===== src/rtl/stopwatch_pkg.sv =====
// Shared definitions for the stopwatch front end: button indices and default timing.
package stopwatch_pkg;

  typedef enum logic [2:0] {
    START = 3'd0,
    STOP  = 3'd1,
    RESET = 3'd2,
    MIN   = 3'd3,
    SEC   = 3'd4,
    DIR   = 3'd5
  } btn_idx_e;

  localparam int unsigned NUM_BTN = 6;
  // Every input except the direction switch produces command pulses.
  localparam int unsigned NUM_CMD = NUM_BTN - 1;

  localparam int unsigned DEBOUNCE_MS_DEF = 20;
  localparam int unsigned HOLD_MS_DEF     = 500;
  localparam int unsigned REPEAT_MS_DEF   = 100;

endpackage


===== src/rtl/debounce_cell.sv =====
// One input channel: 2-flop synchronizer, tick-paced debounce counter,
// debounced level and its rising-edge strobe.
module debounce_cell #(
  parameter int unsigned DEBOUNCE_MS = 20
) (
  input  logic clk,
  input  logic rst,
  input  logic tick,
  input  logic raw,
  output logic stable,
  output logic rise
);

  localparam int unsigned CW = $clog2(DEBOUNCE_MS + 1);
  localparam logic [CW-1:0] CNT_LAST = CW'(DEBOUNCE_MS - 1);
  localparam logic [CW-1:0] CNT_ONE  = CW'(1);

  logic          sync1_q, sync1_d;
  logic          sync2_q, sync2_d;
  logic          stable_q, stable_d;
  logic          prev_q, prev_d;
  logic [CW-1:0] cnt_q, cnt_d;

  always_comb begin
    sync1_d  = raw;
    sync2_d  = sync1_q;
    prev_d   = stable_q;
    stable_d = stable_q;
    cnt_d    = '0;
    // A disagreement only accumulates on ticks; agreement discards the count.
    if (sync2_q != stable_q) begin
      cnt_d = cnt_q;
      if (tick) begin
        if (cnt_q == CNT_LAST) begin
          stable_d = sync2_q;
          cnt_d    = '0;
        end else begin
          cnt_d = cnt_q + CNT_ONE;
        end
      end
    end
  end

  always_ff @(posedge clk) begin
    if (rst) begin
      sync1_q  <= 1'b0;
      sync2_q  <= 1'b0;
      stable_q <= 1'b0;
      prev_q   <= 1'b0;
      cnt_q    <= '0;
    end else begin
      sync1_q  <= sync1_d;
      sync2_q  <= sync2_d;
      stable_q <= stable_d;
      prev_q   <= prev_d;
      cnt_q    <= cnt_d;
    end
  end

  assign stable = stable_q;
  assign rise   = stable_q & ~prev_q;

endmodule


===== src/rtl/button_conditioner.sv =====
// Stopwatch button front end: debounced inputs, prioritised single-cycle
// command pulses and auto-repeat for the minute/second increment buttons.
module button_conditioner
  import stopwatch_pkg::*;
#(
  parameter int unsigned DEBOUNCE_MS = DEBOUNCE_MS_DEF,
  parameter int unsigned HOLD_MS     = HOLD_MS_DEF,
  parameter int unsigned REPEAT_MS   = REPEAT_MS_DEF
) (
  input  logic clk,
  input  logic rst,
  input  logic tick_1k,
  input  logic btn_start,
  input  logic btn_stop,
  input  logic btn_reset,
  input  logic btn_min,
  input  logic btn_sec,
  input  logic sw_dir,
  output logic start_p,
  output logic stop_p,
  output logic reset_p,
  output logic inc_min_p,
  output logic inc_sec_p,
  output logic dir
);

  localparam int unsigned HW = $clog2(HOLD_MS + 1);
  localparam logic [HW-1:0] HOLD_TOP    = HW'(HOLD_MS);
  localparam logic [HW-1:0] HOLD_RELOAD = HW'(HOLD_MS - REPEAT_MS);
  localparam logic [HW-1:0] HOLD_ONE    = HW'(1);

  logic [NUM_BTN-1:0] raw_vec;
  logic [NUM_BTN-1:0] stable_vec;
  logic [NUM_CMD-1:0] rise_vec;
  logic               dir_rise_unused;

  assign raw_vec = {sw_dir, btn_sec, btn_min, btn_reset, btn_stop, btn_start};

  genvar g;
  for (g = 0; g < NUM_CMD; g++) begin : g_cmd
    debounce_cell #(.DEBOUNCE_MS(DEBOUNCE_MS)) u_cell (
      .clk    (clk),
      .rst    (rst),
      .tick   (tick_1k),
      .raw    (raw_vec[g]),
      .stable (stable_vec[g]),
      .rise   (rise_vec[g])
    );
  end

  debounce_cell #(.DEBOUNCE_MS(DEBOUNCE_MS)) u_dir (
    .clk    (clk),
    .rst    (rst),
    .tick   (tick_1k),
    .raw    (raw_vec[DIR]),
    .stable (stable_vec[DIR]),
    .rise   (dir_rise_unused)
  );

  // Auto-repeat channels: index 0 = minute button, 1 = second button.
  logic [1:0]    hold_stable;
  logic [1:0]    hold_rise;
  logic [1:0]    rep;
  logic [HW-1:0] hold_q [2];
  logic [HW-1:0] hold_d [2];

  assign hold_stable = {stable_vec[SEC], stable_vec[MIN]};
  assign hold_rise   = {rise_vec[SEC], rise_vec[MIN]};

  always_comb begin
    rep = '0;
    for (int unsigned c = 0; c < 2; c++) begin
      hold_d[c] = hold_q[c];
      rep[c]    = hold_stable[c] && (hold_q[c] == HOLD_TOP);
      if (!hold_stable[c] || hold_rise[c]) begin
        hold_d[c] = '0;
      end else if (rep[c]) begin
        hold_d[c] = HOLD_RELOAD;
      end else if (tick_1k && (hold_q[c] != HOLD_TOP)) begin
        hold_d[c] = hold_q[c] + HOLD_ONE;
      end
    end
  end

  logic start_p_q, start_p_d;
  logic stop_p_q, stop_p_d;
  logic reset_p_q, reset_p_d;
  logic inc_min_p_q, inc_min_p_d;
  logic inc_sec_p_q, inc_sec_p_d;
  logic dir_q, dir_d;
  logic cmd_mask;

  always_comb begin
    cmd_mask    = stable_vec[RESET] | rise_vec[RESET];
    reset_p_d   = rise_vec[RESET];
    stop_p_d    = rise_vec[STOP] & ~cmd_mask;
    start_p_d   = rise_vec[START] & ~rise_vec[STOP] & ~cmd_mask;
    inc_min_p_d = (rise_vec[MIN] | rep[0]) & ~cmd_mask;
    inc_sec_p_d = (rise_vec[SEC] | rep[1]) & ~cmd_mask;
    dir_d       = stable_vec[DIR];
  end

  always_ff @(posedge clk) begin
    if (rst) begin
      start_p_q   <= 1'b0;
      stop_p_q    <= 1'b0;
      reset_p_q   <= 1'b0;
      inc_min_p_q <= 1'b0;
      inc_sec_p_q <= 1'b0;
      dir_q       <= 1'b0;
      for (int unsigned c = 0; c < 2; c++) hold_q[c] <= '0;
    end else begin
      start_p_q   <= start_p_d;
      stop_p_q    <= stop_p_d;
      reset_p_q   <= reset_p_d;
      inc_min_p_q <= inc_min_p_d;
      inc_sec_p_q <= inc_sec_p_d;
      dir_q       <= dir_d;
      for (int unsigned c = 0; c < 2; c++) hold_q[c] <= hold_d[c];
    end
  end

  assign start_p   = start_p_q;
  assign stop_p    = stop_p_q;
  assign reset_p   = reset_p_q;
  assign inc_min_p = inc_min_p_q;
  assign inc_sec_p = inc_sec_p_q;
  assign dir       = dir_q;

endmodule


===== config.mk =====
export PLATFORM = sky130hd
export DESIGN_NAME = button_conditioner
export DESIGN_NICKNAME = d
export VERILOG_FILES = /design/src/rtl/stopwatch_pkg.sv /design/src/rtl/debounce_cell.sv /design/src/rtl/button_conditioner.sv
export SDC_FILE = /design/constraint.sdc
export NUM_CORES = 1
export LEC_CHECK = 0
export CAP_MARGIN = 25
export CORE_MARGIN = 5
export CORE_UTILIZATION = 39
export DETAILED_ROUTE_END_ITERATION = 8
export GPL_TIMING_DRIVEN = 1
export HOLD_SLACK_MARGIN = 0.15
export PLACE_DENSITY = 0.57
export SLEW_MARGIN = 10
export SYNTH_ARGS = -nofsm -noshare
export SYNTH_HDL_FRONTEND = slang
export SYNTH_SLANG_ARGS = --single-unit

===== constraint.sdc =====
create_clock -name clk -period 1.7 [get_ports clk]
set_input_delay 0.34 -clock clk [delete_from_list [all_inputs] [get_ports clk]]
set_output_delay 0.34 -clock clk [all_outputs]
set_load 0.02 [all_outputs]

## Word-level counts from Yosys, hierarchy flattened

Memory sizes are Yosys's and may differ from the RTL's.
Index checks and enable logic that the tools add are counted.

- Output and inout bits: 6
- Register bits after elaboration: 59
- RAM bits: 18
- Memories kept: 1

Memory list:

| name | depth | width | rd ports | clocked after Yosys merged registers in | write ports | line | source |
|---|---|---|---|---|---|---|---|
| hold_q | 2 | 9 | 2 | 0 | 2 | button_conditioner.sv:64 | `logic [HW-1:0] hold_q [2];` |

- $add $sub $neg: 8
- Equality and inequality tests: 16
- Muxes and demuxes: 17
- Bitwise logic cells: 28
- Reductions and logical operators: 20

Operators with widths:

| kind | count |
|---|---|
| 9-bit 2-to-1 mux | 8 |
| 5-bit by 1-bit adder with 5-bit output (second input constant) | 6 |
| 5-bit equality test (second input constant) | 6 |
| 5-bit 2-to-1 mux | 6 |
| 9-bit by 1-bit adder with 9-bit output (second input constant) | 2 |
| 9-bit equality test (second input constant) | 2 |
| 9-bit != test (second input constant) | 2 |
| 3-bit AND reduction | 6 |
| 1-bit NOT | 13 |
| 2-bit OR reduction | 6 |
| 1-bit AND | 10 |
| 1-bit != test | 6 |
| 1-bit bitwise OR | 5 |
| 1-bit logical AND | 4 |
| 1-bit 2-to-1 mux | 3 |
| 1-bit zero test | 2 |
| 1-bit logical OR | 2 |

## Logic depth before layout (Yosys ltp)

Gate-level depths: netlist (run 1).

- Word-level depth: 6
- Mapped depth: 6
- Gate-level depth less buffers: 6

## Modules after synthesis

From an unflattened synthesis (run 1), not the netlist that was laid out.

- Cells, all modules: 336
- Area, all modules: 3,443.3 µm²

By module, submodules not included:

| module | area each (µm²) | instances | cells each | seq. area each (µm²) |
|---|---|---|---|---|
| debounce_cell | 390.4 | 6 | 37 | 180.2 |
| button_conditioner | 1,101.1 | 1 | 114 | 480.5 |

## Least setup slack after synthesis (run 1)

Ideal clock, no wire load.

- Kind: flip-flop to flip-flop
- Start: memory hold_q[0][9] in the netlist's numbering
- End: memory hold_q[0][14] in the netlist's numbering
- Clock period less this slack: 1.362 ns
- Buffers on the path: 0
- Arrival time: 1.243 ns
- Library setup time: 0.119 ns
- Path slack: 0.338 ns
- Stages on the path, launching flop included: 7
- Cells stage by stage: dfxtp_1 > inv_1 > ha_1 > nand4_1 > or2_4 > o22a_1 > o221a_1

RTL lines:

| element | line |
|---|---|
| start, declared | button_conditioner.sv:64 |

## Final worst setup path (run 1)

- Start: register reset_p_q, in the netlist reset_p
- End: output port reset_p

RTL lines:

| element | line | source |
|---|---|---|
| start, declared | button_conditioner.sv:87 | `logic reset_p_q, reset_p_d;` |
| start signal, assigned | button_conditioner.sv:115 | `reset_p_q <= reset_p_d;` |
| end, declared | button_conditioner.sv:21 | `output logic reset_p,` |

No word-level cell between the ends.

==> reports/metrics.csv, run 1 <==
metric;value;unit
cts-buffers-inserted;9;
required;1.36;ns
synthXorXnorAreaFrac;7.936;%
synthAdderAreaFrac;3.909;%
yosys_most_used_dff;dfxtp_1;
maxCapViolCount;0;
n_antenna_cell;0;
min_period;1.607;ns
yosys-top-cells-area;dfxtp_1, nor2b_1, nor2_1, xor2_1, ha_1;
overflow;0;
synth_area_per_cell;9.224;um2
yosys.area.top_type;dfxtp_1;
finalMaxSlewViolations;0;
tns;0;ns
synth_area;3201;um2
placed_area;3476;um2
cpMaxStageDelayCell;clkdlybuf4s50_1;
path_buf_inv;1;
synthDistinctLibCells;33;
synthToLayoutAreaGrowth;13.96;%
synth.area.mux_share;3.127;%
irDropWorstVdd;0.4136;mV
fp.dieW;100.6;um
ys_ff_latch;77;
crit_path_max_incr_delay;0.61;ns
synth-edff-count;0;
fill_cells;814;
hold_viol_final;0;
crit_family;buffers and inverters;
drc;0;
vias;2286;
gp_congestion;0.7371;
slew_headroom;79.47;%
post-cts-setup-buffers;0;
clock-sinks;77;
synth_top_family_by_area;simple AND/OR/NAND/NOR gates;
portBuffers;14;
synth_compound_gate_area_share;6.607;%
postRouteAntennaNets;0;
drtPass1Iterations;4;
finalInstanceArea;3647;um2
syn_nets;366;
crit_fanout;1;
worstMarginPinSlew;0.3073;ns
wl_per_cell;11.16;um
grt_max_degree;14;
die_h;100.6;um
synthSimpleGateAreaFrac;28.19;%
yosysWarnings;0;
grt_pass1_vias;2190;
clockBufferDepth;2;
worst_ep_arrival_time;1.27;ns
initial_core_util;39.55;%
clkSlewWorstSetupHoldPaths;0.07;ns
crit_chain;clkdlybuf4s50_1;
worst_clock_skew;0.005872;ns
post-route-period-util;94.55;%
hold_ws;0.3847;ns
clock.fmax;622.1;MHz
ys_async_sr_fraction;0;%
dpl.hpwl;3.936;mm
synth.most_common_cell;dfxtp_1;
grt_pass1_wl;9.632;mm
clockRootBuffer;clkbuf_8;
clkLatencyLatePin;0.34;ns
rsz0062_at_grt;false;
initialDrtViolationCount;42;
cts_resized;0;
rows;33;
drive_gt1_share;7.181;%
ys_seq_area_share;48.16;%
cts-htree-levels;3;
critPathCaptureType;primary output;
yosysTopAreaCellShare;48.16;%
final-setup-viol-count;0;
power.density;860.5;nW/um2
hold_path_class;reg2reg;
critPathKind;reg2out;
totalPowerFinal;3138;uW
pin_count;15;
hold_buffers;0;
cts_tree;done;
fin_nets;390;
status;finished clean;
wl;5.369;mm
fin_util;45.07;%
synth_cells;347;
grt_usage;11.98;%
core-area;8093;um2
startpoint_type;register;
die_area;10120;um2
netlist_top_cells_count;dfxtp_1, nor2_1, nor2b_1, nand2_1;
p_leak;0.001273;uW
antenna_found_initial;0;
vias_per_cell;4.753;
-- per-layer routing --
| metal | routed length [um] | global-route usage (%) |
|---|---|---|
| met1 | 2735 | 14.84 |
| met2 | 2325 | 18.38 |
| met3 | 237 | 5.536 |
| met4 | 71 | 4.041 |
| met5 | 0 | 0 |
-- cell families after synthesis --
kind of cell             Yosys count
XOR/XNOR                          29
AO/OA/AOI/OAI                     39
flip-flops                        77
AND/OR/NAND/NOR                  168
buffers and inverters             14
adder cells (fa/ha/maj)           10
multiplexers                      10
-- final cells by class --
type                            instances  area (um2)  area share (%)
Tap cell                              105       131.4           3.602
Sequential cell                        77        1541           42.26
Clock inverter                          1       5.005          0.1372
Inverter                                6       22.52          0.6175
Multi-Input combinational cell        256        1593           43.67
Timing Repair Buffer                   21       187.7           5.146
Clock buffer                           15       166.4           4.563
-- worst register-to-register path: cells and delay by family (launching register included) --
| family | cells | cell delay, ns |
|---|---|---|
| simple gates | 4 | 0.81 |
| flops | 1 | 0.35 |
| fa+ha+maj | 1 | 0.14 |
| buf+inv | 1 | 0.07 |
-- stage by stage --
step | instances | setup slack, ns
2_1_floorplan | 347 | 0.3383
3_3_place_gp | 465 | 0.1054
3_5_place_dp | 465 | 0.03233
4_1_cts | 481 | 0.05934
5_1_grt | 481 | 0.02999
6_report | 481 | 0.09265
-- report_power, final --
group / internal (uW) / total (uW) / switching (uW)
Combinational: 50.9 / 99.5 / 48.6
Clock: 611 / 1210 / 601
Sequential: 1820 / 1830 / 8.02
-- placed cells by master, fill, tap and decap left out, drive strengths merged, types with 11 or more instances in the layout --
cell           netlist  layout
clkbuf               3      15
dfxtp               77      77
xor2                19      19
clkdlybuf4s50        0      13
nand4               11      11
o21ai               15      15
nor2b               30      30
nor2                45      45
a21oi               19      19
nand2b              12      12
nand2               27      27
-- path summary, 6_finish.rpt --
path                                          start                        end  slack (ns)  cells past startpoint
setup / recovery                 reset_p$_SDFF_PP0_                    reset_p        0.09                      1
hold / removal    g_cmd[2].u_cell.prev_q$_SDFF_PP0_         reset_p$_SDFF_PP0_        0.38                      1
setup reg to reg          hold_q[0][0]$_SDFFE_PP0P_  hold_q[0][3]$_SDFFE_PP0P_        0.22                      6
hold reg to reg   g_cmd[2].u_cell.prev_q$_SDFF_PP0_         reset_p$_SDFF_PP0_        0.38                      1
-- registers in the layout (all words and copies together), names as in the netlist, 5 cells and up --
name                  flops
g_cmd.u_cell.cnt_q       25
g_cmd.u_cell.prev_q       5
g_cmd.u_cell.stable       5
g_cmd.u_cell.sync1_q      5
g_cmd.u_cell.sync2_q      5
hold_q                   18
u_dir.cnt_q               5
Power figures use the tool's default switching activity.
==> run 2, diff against run 1 <==
Settings changed: CTS_BUF_LIST set to sky130_fd_sc_hd__clkbuf_8, PLACE_DENSITY 0.57 to not set.
==> reports/metrics.csv, run 2 (same netlist as run 1, synthesis figures left out) <==
metric;value;unit
crit_chain;clkdlybuf4s50_1;
clkLatencyLatePin;0.34;ns
die_area;10120;um2
critPathKind;reg2out;
crit_fanout;1;
hold_depth;1;
critPathCaptureType;primary output;
overflow;0;
drtPass1Iterations;4;
final-setup-viol-count;0;
rsz0062_at_grt;false;
worst_r2r_endpoint;hold_q[0][9]$_SDFFE_PP0P_;
r2r_setup_slack;0.21;ns
worstReg2RegStart;hold_q[0][9]$_SDFFE_PP0P_;
hold_ws;0.3919;ns
grt_usage;11.22;%
p_leak;0.001304;uW
n_antenna_cell;0;
vias;2256;
wl_per_cell;10.78;um
min_period;1.608;ns
slew_headroom;71.28;%
fill_cells;784;
worst_clock_skew;0.01130;ns
crit_family;buffers and inverters;
drive_gt1_share;7.447;%
grt_pass1_wl;9.073;mm
clock-sinks;77;
final_common_cell;dfxtp_1;
hold_viol_final;0;
synthToLayoutAreaGrowth;15.40;%
cts_tree;done;
tns;0;ns
gp_congestion;0.7540;
cpMaxStageDelayCell;clkdlybuf4s50_1;
required;1.36;ns
core-area;8093;um2
worst_ep_arrival_time;1.27;ns
clock.fmax;621.7;MHz
fp.dieW;100.6;um
initial_core_util;39.55;%
grt_pass1_vias;2069;
initialDrtViolationCount;76;
antenna_found_initial;0;
top_regs;g_cmd.u_cell.cnt_q x25, hold_q x18;
wl;5.186;mm
die_h;100.6;um
vias_per_cell;4.690;
postRouteAntennaNets;0;
hold_buffers;0;
finalMaxSlewViolations;0;
worstMarginPinSlew;0.4263;ns
drc;0;
clkSlewWorstSetupHoldPaths;0.08;ns
dpl.hpwl;3.703;mm
path_buf_inv;1;
clockRootBuffer;clkbuf_8;
largest_register_ffs;25;
maxCapViolCount;0;
grt_max_degree;22;
clockBufferDepth;2;
top_register;g_cmd.u_cell.cnt_q;
hp-start;g_cmd[2].u_cell.prev_q$_SDFF_PP0_;
cts_resized;0;
fin_nets;390;
startpoint_type;register;
crit_path_max_incr_delay;0.60;ns
hold_path_class;reg2reg;
post-route-period-util;94.62;%
worstHoldEndpoint;reset_p$_SDFF_PP0_;
final_cell_mix;dfxtp_1, nor2_1, nor2b_1;
cts-buffers-inserted;9;
rows;33;
pin_count;15;
rr_worst_depth;6;
status;finished clean;
portBuffers;14;
power.density;919.0;nW/um2
irDropWorstVdd;0.4460;mV
post-cts-setup-buffers;0;
cts-htree-levels;3;
==> run 2: worst max path at each step <==
stage / from / end / slack [ns] / cells after the start
finish: dir$_SDFF_PP0_ / dir / 0.09 / 1
global placement: rst / g_cmd[4].u_cell.cnt_q[3]$_SDFFE_PP0P_ / 0.12 / 4
floorplan: hold_q[0][9]$_SDFFE_PP0P_ / hold_q[0][14]$_SDFFE_PP0P_ / 0.34 / 6
global route: dir$_SDFF_PP0_ / dir / 0.04 / 1
CTS: dir$_SDFF_PP0_ / dir / 0.06 / 1
detailed placement: rst / hold_q[0][2]$_SDFFE_PP0P_ / 0.08 / 5
==> run 2: where the power goes <==
group          internal (uW)  leakage (uW)  switching [uW]
Clock                    854      0.000120             620
Combinational           48.1      0.000561            47.5
Sequential              1820      0.000623            7.17
Total                   2720       0.00130             674
==> run 2: area by class of cell <==
| class | instances | area [um2] | area share [%] |
|---|---|---|---|
| multi-input combinational | 256 | 1593 | 43.12 |
| sequential | 77 | 1541 | 41.73 |
| timing repair buffer | 21 | 187.7 | 5.081 |
| clock buffer | 10 | 137.6 | 3.726 |
| tap | 105 | 131.4 | 3.557 |
| clock inverter | 6 | 80.08 | 2.168 |
| inverter | 6 | 22.52 | 0.6098 |
==> run 2: metrics by stage <==
step	instance area [um2]	util (%)	instances	power, uW	setup slack (ns)
floorplan	3201	-	347	1931	0.3383
global placement	3476	42.95	465	1964	0.1233
detailed placement	3476	42.95	465	1964	0.08303
CTS	3694	45.64	481	3449	0.06446
global route	3694	45.64	481	3527	0.04079
finish	3694	45.64	481	3394	0.09154
==> run 2: layer usage <==
metal / global-route usage, % / part of all wire (%)
met4: 4.041 / 1.4
met5: 0 / 0
met3: 4.913 / 4.0
met2: 17.11 / 44
met1: 14.06 / 51
==> run 3, diff against run 2 <==
Settings changed: CORE_UTILIZATION 39 to 25, PLACE_DENSITY set to 0.37.
==> reports/metrics.csv, run 3 (same netlist as run 1, synthesis figures left out) <==
metric;value;unit
status;finished clean;
final_cell_mix;dfxtp_1, nor2_1, nor2b_1;
drive_gt1_share;9.686;%
dpl.hpwl;4.266;mm
overflow;0;
pwr-share-clk;46.2;%
wl_per_cell;10.85;um
rsz0062_at_grt;false;
clock.fmax;620.6;MHz
cpMaxStageDelayCell;clkdlybuf4s50_1;
rr_worst_depth;6;
grt_pass1_vias;2285;
use_met1;11.52;%
hold_path_class;in2reg;
largest_register_ffs;25;
initialDrtViolationCount;102;
top_regs;g_cmd.u_cell.cnt_q x25, hold_q x18;
clockRootBuffer;clkbuf_8;
die_h;123.1;um
fp.dieW;123.1;um
irDropWorstVdd;0.6024;mV
post-cts-setup-buffers;0;
r2r_setup_slack;0.25;ns
core-area;12570;um2
startpoint_type;register;
wl;6.010;mm
vias;2322;
fin_util;30.62;%
critPathCaptureType;primary output;
min_period;1.611;ns
fin_nets;396;
pwr-share-comb;2.9;%
hold_viol_final;0;
cts-buffers-inserted;9;
p_sw;726.2;uW
hold_depth;3;
hold_buffers;0;
drc;0;
path_buf_inv;1;
clock-sinks;77;
worst_clock_skew;0.007885;ns
postRouteAntennaNets;0;
hp-start;tick_1k;
p_int;2855;uW
grt_use_met2;13.08;%
slew_headroom;77.80;%
antenna_found_initial;0;
worstMarginPinSlew;0.3305;ns
crit_family;buffers and inverters;
grtUsageMet3;3.660;%
power.density;930.5;nW/um2
finalMaxSlewViolations;0;
gp_congestion;0.6930;
worstHoldEndpoint;g_cmd[3].u_cell.stable$_SDFFE_PP0P_;
cts_tree;done;
cp.depth;1;
initial_core_util;25.47;%
die_area;15160;um2
crit_chain;clkdlybuf4s50_1;
grt_usage;9.052;%
busiest_layer;met2;
worst_ep_arrival_time;1.27;ns
synthToLayoutAreaGrowth;20.25;%
n_antenna_cell;0;
drtPass1Iterations;4;
final_common_cell;dfxtp_1;
grt_max_degree;17;
vias_per_cell;4.191;
required;1.36;ns
worst_r2r_endpoint;hold_q[0][14]$_SDFFE_PP0P_;
clkSlewWorstSetupHoldPaths;0.08;ns
maxCapViolCount;0;
crit_path_max_incr_delay;0.60;ns
swShare;20.28;%
worstReg2RegStart;hold_q[0][10]$_SDFFE_PP0P_;
top_register;g_cmd.u_cell.cnt_q;
tns;0;ns
pin_count;15;
p_leak;0.001338;uW
cts_resized;0;
post-route-period-util;94.78;%
portBuffers;14;
seqPwrFrac;51.0;%
clockBufferDepth;2;
final-setup-viol-count;0;
critPathKind;reg2out;
rows;41;
cts-htree-levels;3;
crit_fanout;1;
clkLatencyLatePin;0.36;ns
grt_pass1_wl;10.63;mm
-- run 3: cell types whose count changed in the layout (fill, tap and decap cells not counted) --
cell | before | now
inv_1 | 9 | 6
clkinv_2 | 0 | 1
o21ai_0 | 15 | 14
buf_4 | 7 | 13
clkbuf_8 | 10 | 13
o21ai_1 | 0 | 1
clkinv_4 | 1 | 0
-- run 3: how the worst max path moves through the flow --
stage | start | endpoint
final | start_p$_SDFF_PP0_ | start_p
after CTS | dir$_SDFF_PP0_ | dir
after floorplan | hold_q[0][9]$_SDFFE_PP0P_ | hold_q[0][14]$_SDFFE_PP0P_
after global routing | dir$_SDFF_PP0_ | dir
after detailed placement | rst | hold_q[0][0]$_SDFFE_PP0P_
after global placement | rst | hold_q[0][9]$_SDFFE_PP0P_
-- run 3: final cells by class --
class | count | area (um2)
multi-input cells | 256 | 1593
well taps | 172 | 215.2
fillers | 1348 | 8720
inverters | 6 | 22.52
flip-flops and latches | 77 | 1541
clock inverters | 3 | 65.06
clock buffers | 13 | 178.9
repair buffers | 27 | 232.7
-- run 3: metal layers --
layer  vias up  part of all wire [%]
met5         -                     0
met2        29                    41
met1      1052                    51
met4         0                   2.3
met3         8                   5.5
li1       1233                     -
-- run 3: through the flow --
step	total power [uW]	setup WS, ns	std cells	instance area (um2)	hold slack, ns
after floorplan	1931	0.3383	347	3201	0.3674
after global placement	1974	0.1032	538	3605	0.3981
after detailed placement	1973	0.09086	538	3605	0.3957
after CTS	3678	0.04031	554	3849	0.3713
after global routing	3750	0.02241	554	3849	0.4086
final	3581	0.08867	554	3849	0.3972
-- run 3: power groups by stage --
stage	clock network, uW	logic [uW]	registers, uW
2_1_floorplan	0	64.4	1870
3_3_place_gp	0	106	1870
3_5_place_dp	0	105	1870
4_1_cts	1750	106	1820
5_1_grt	1810	116	1830
6_report	1650	103	1820
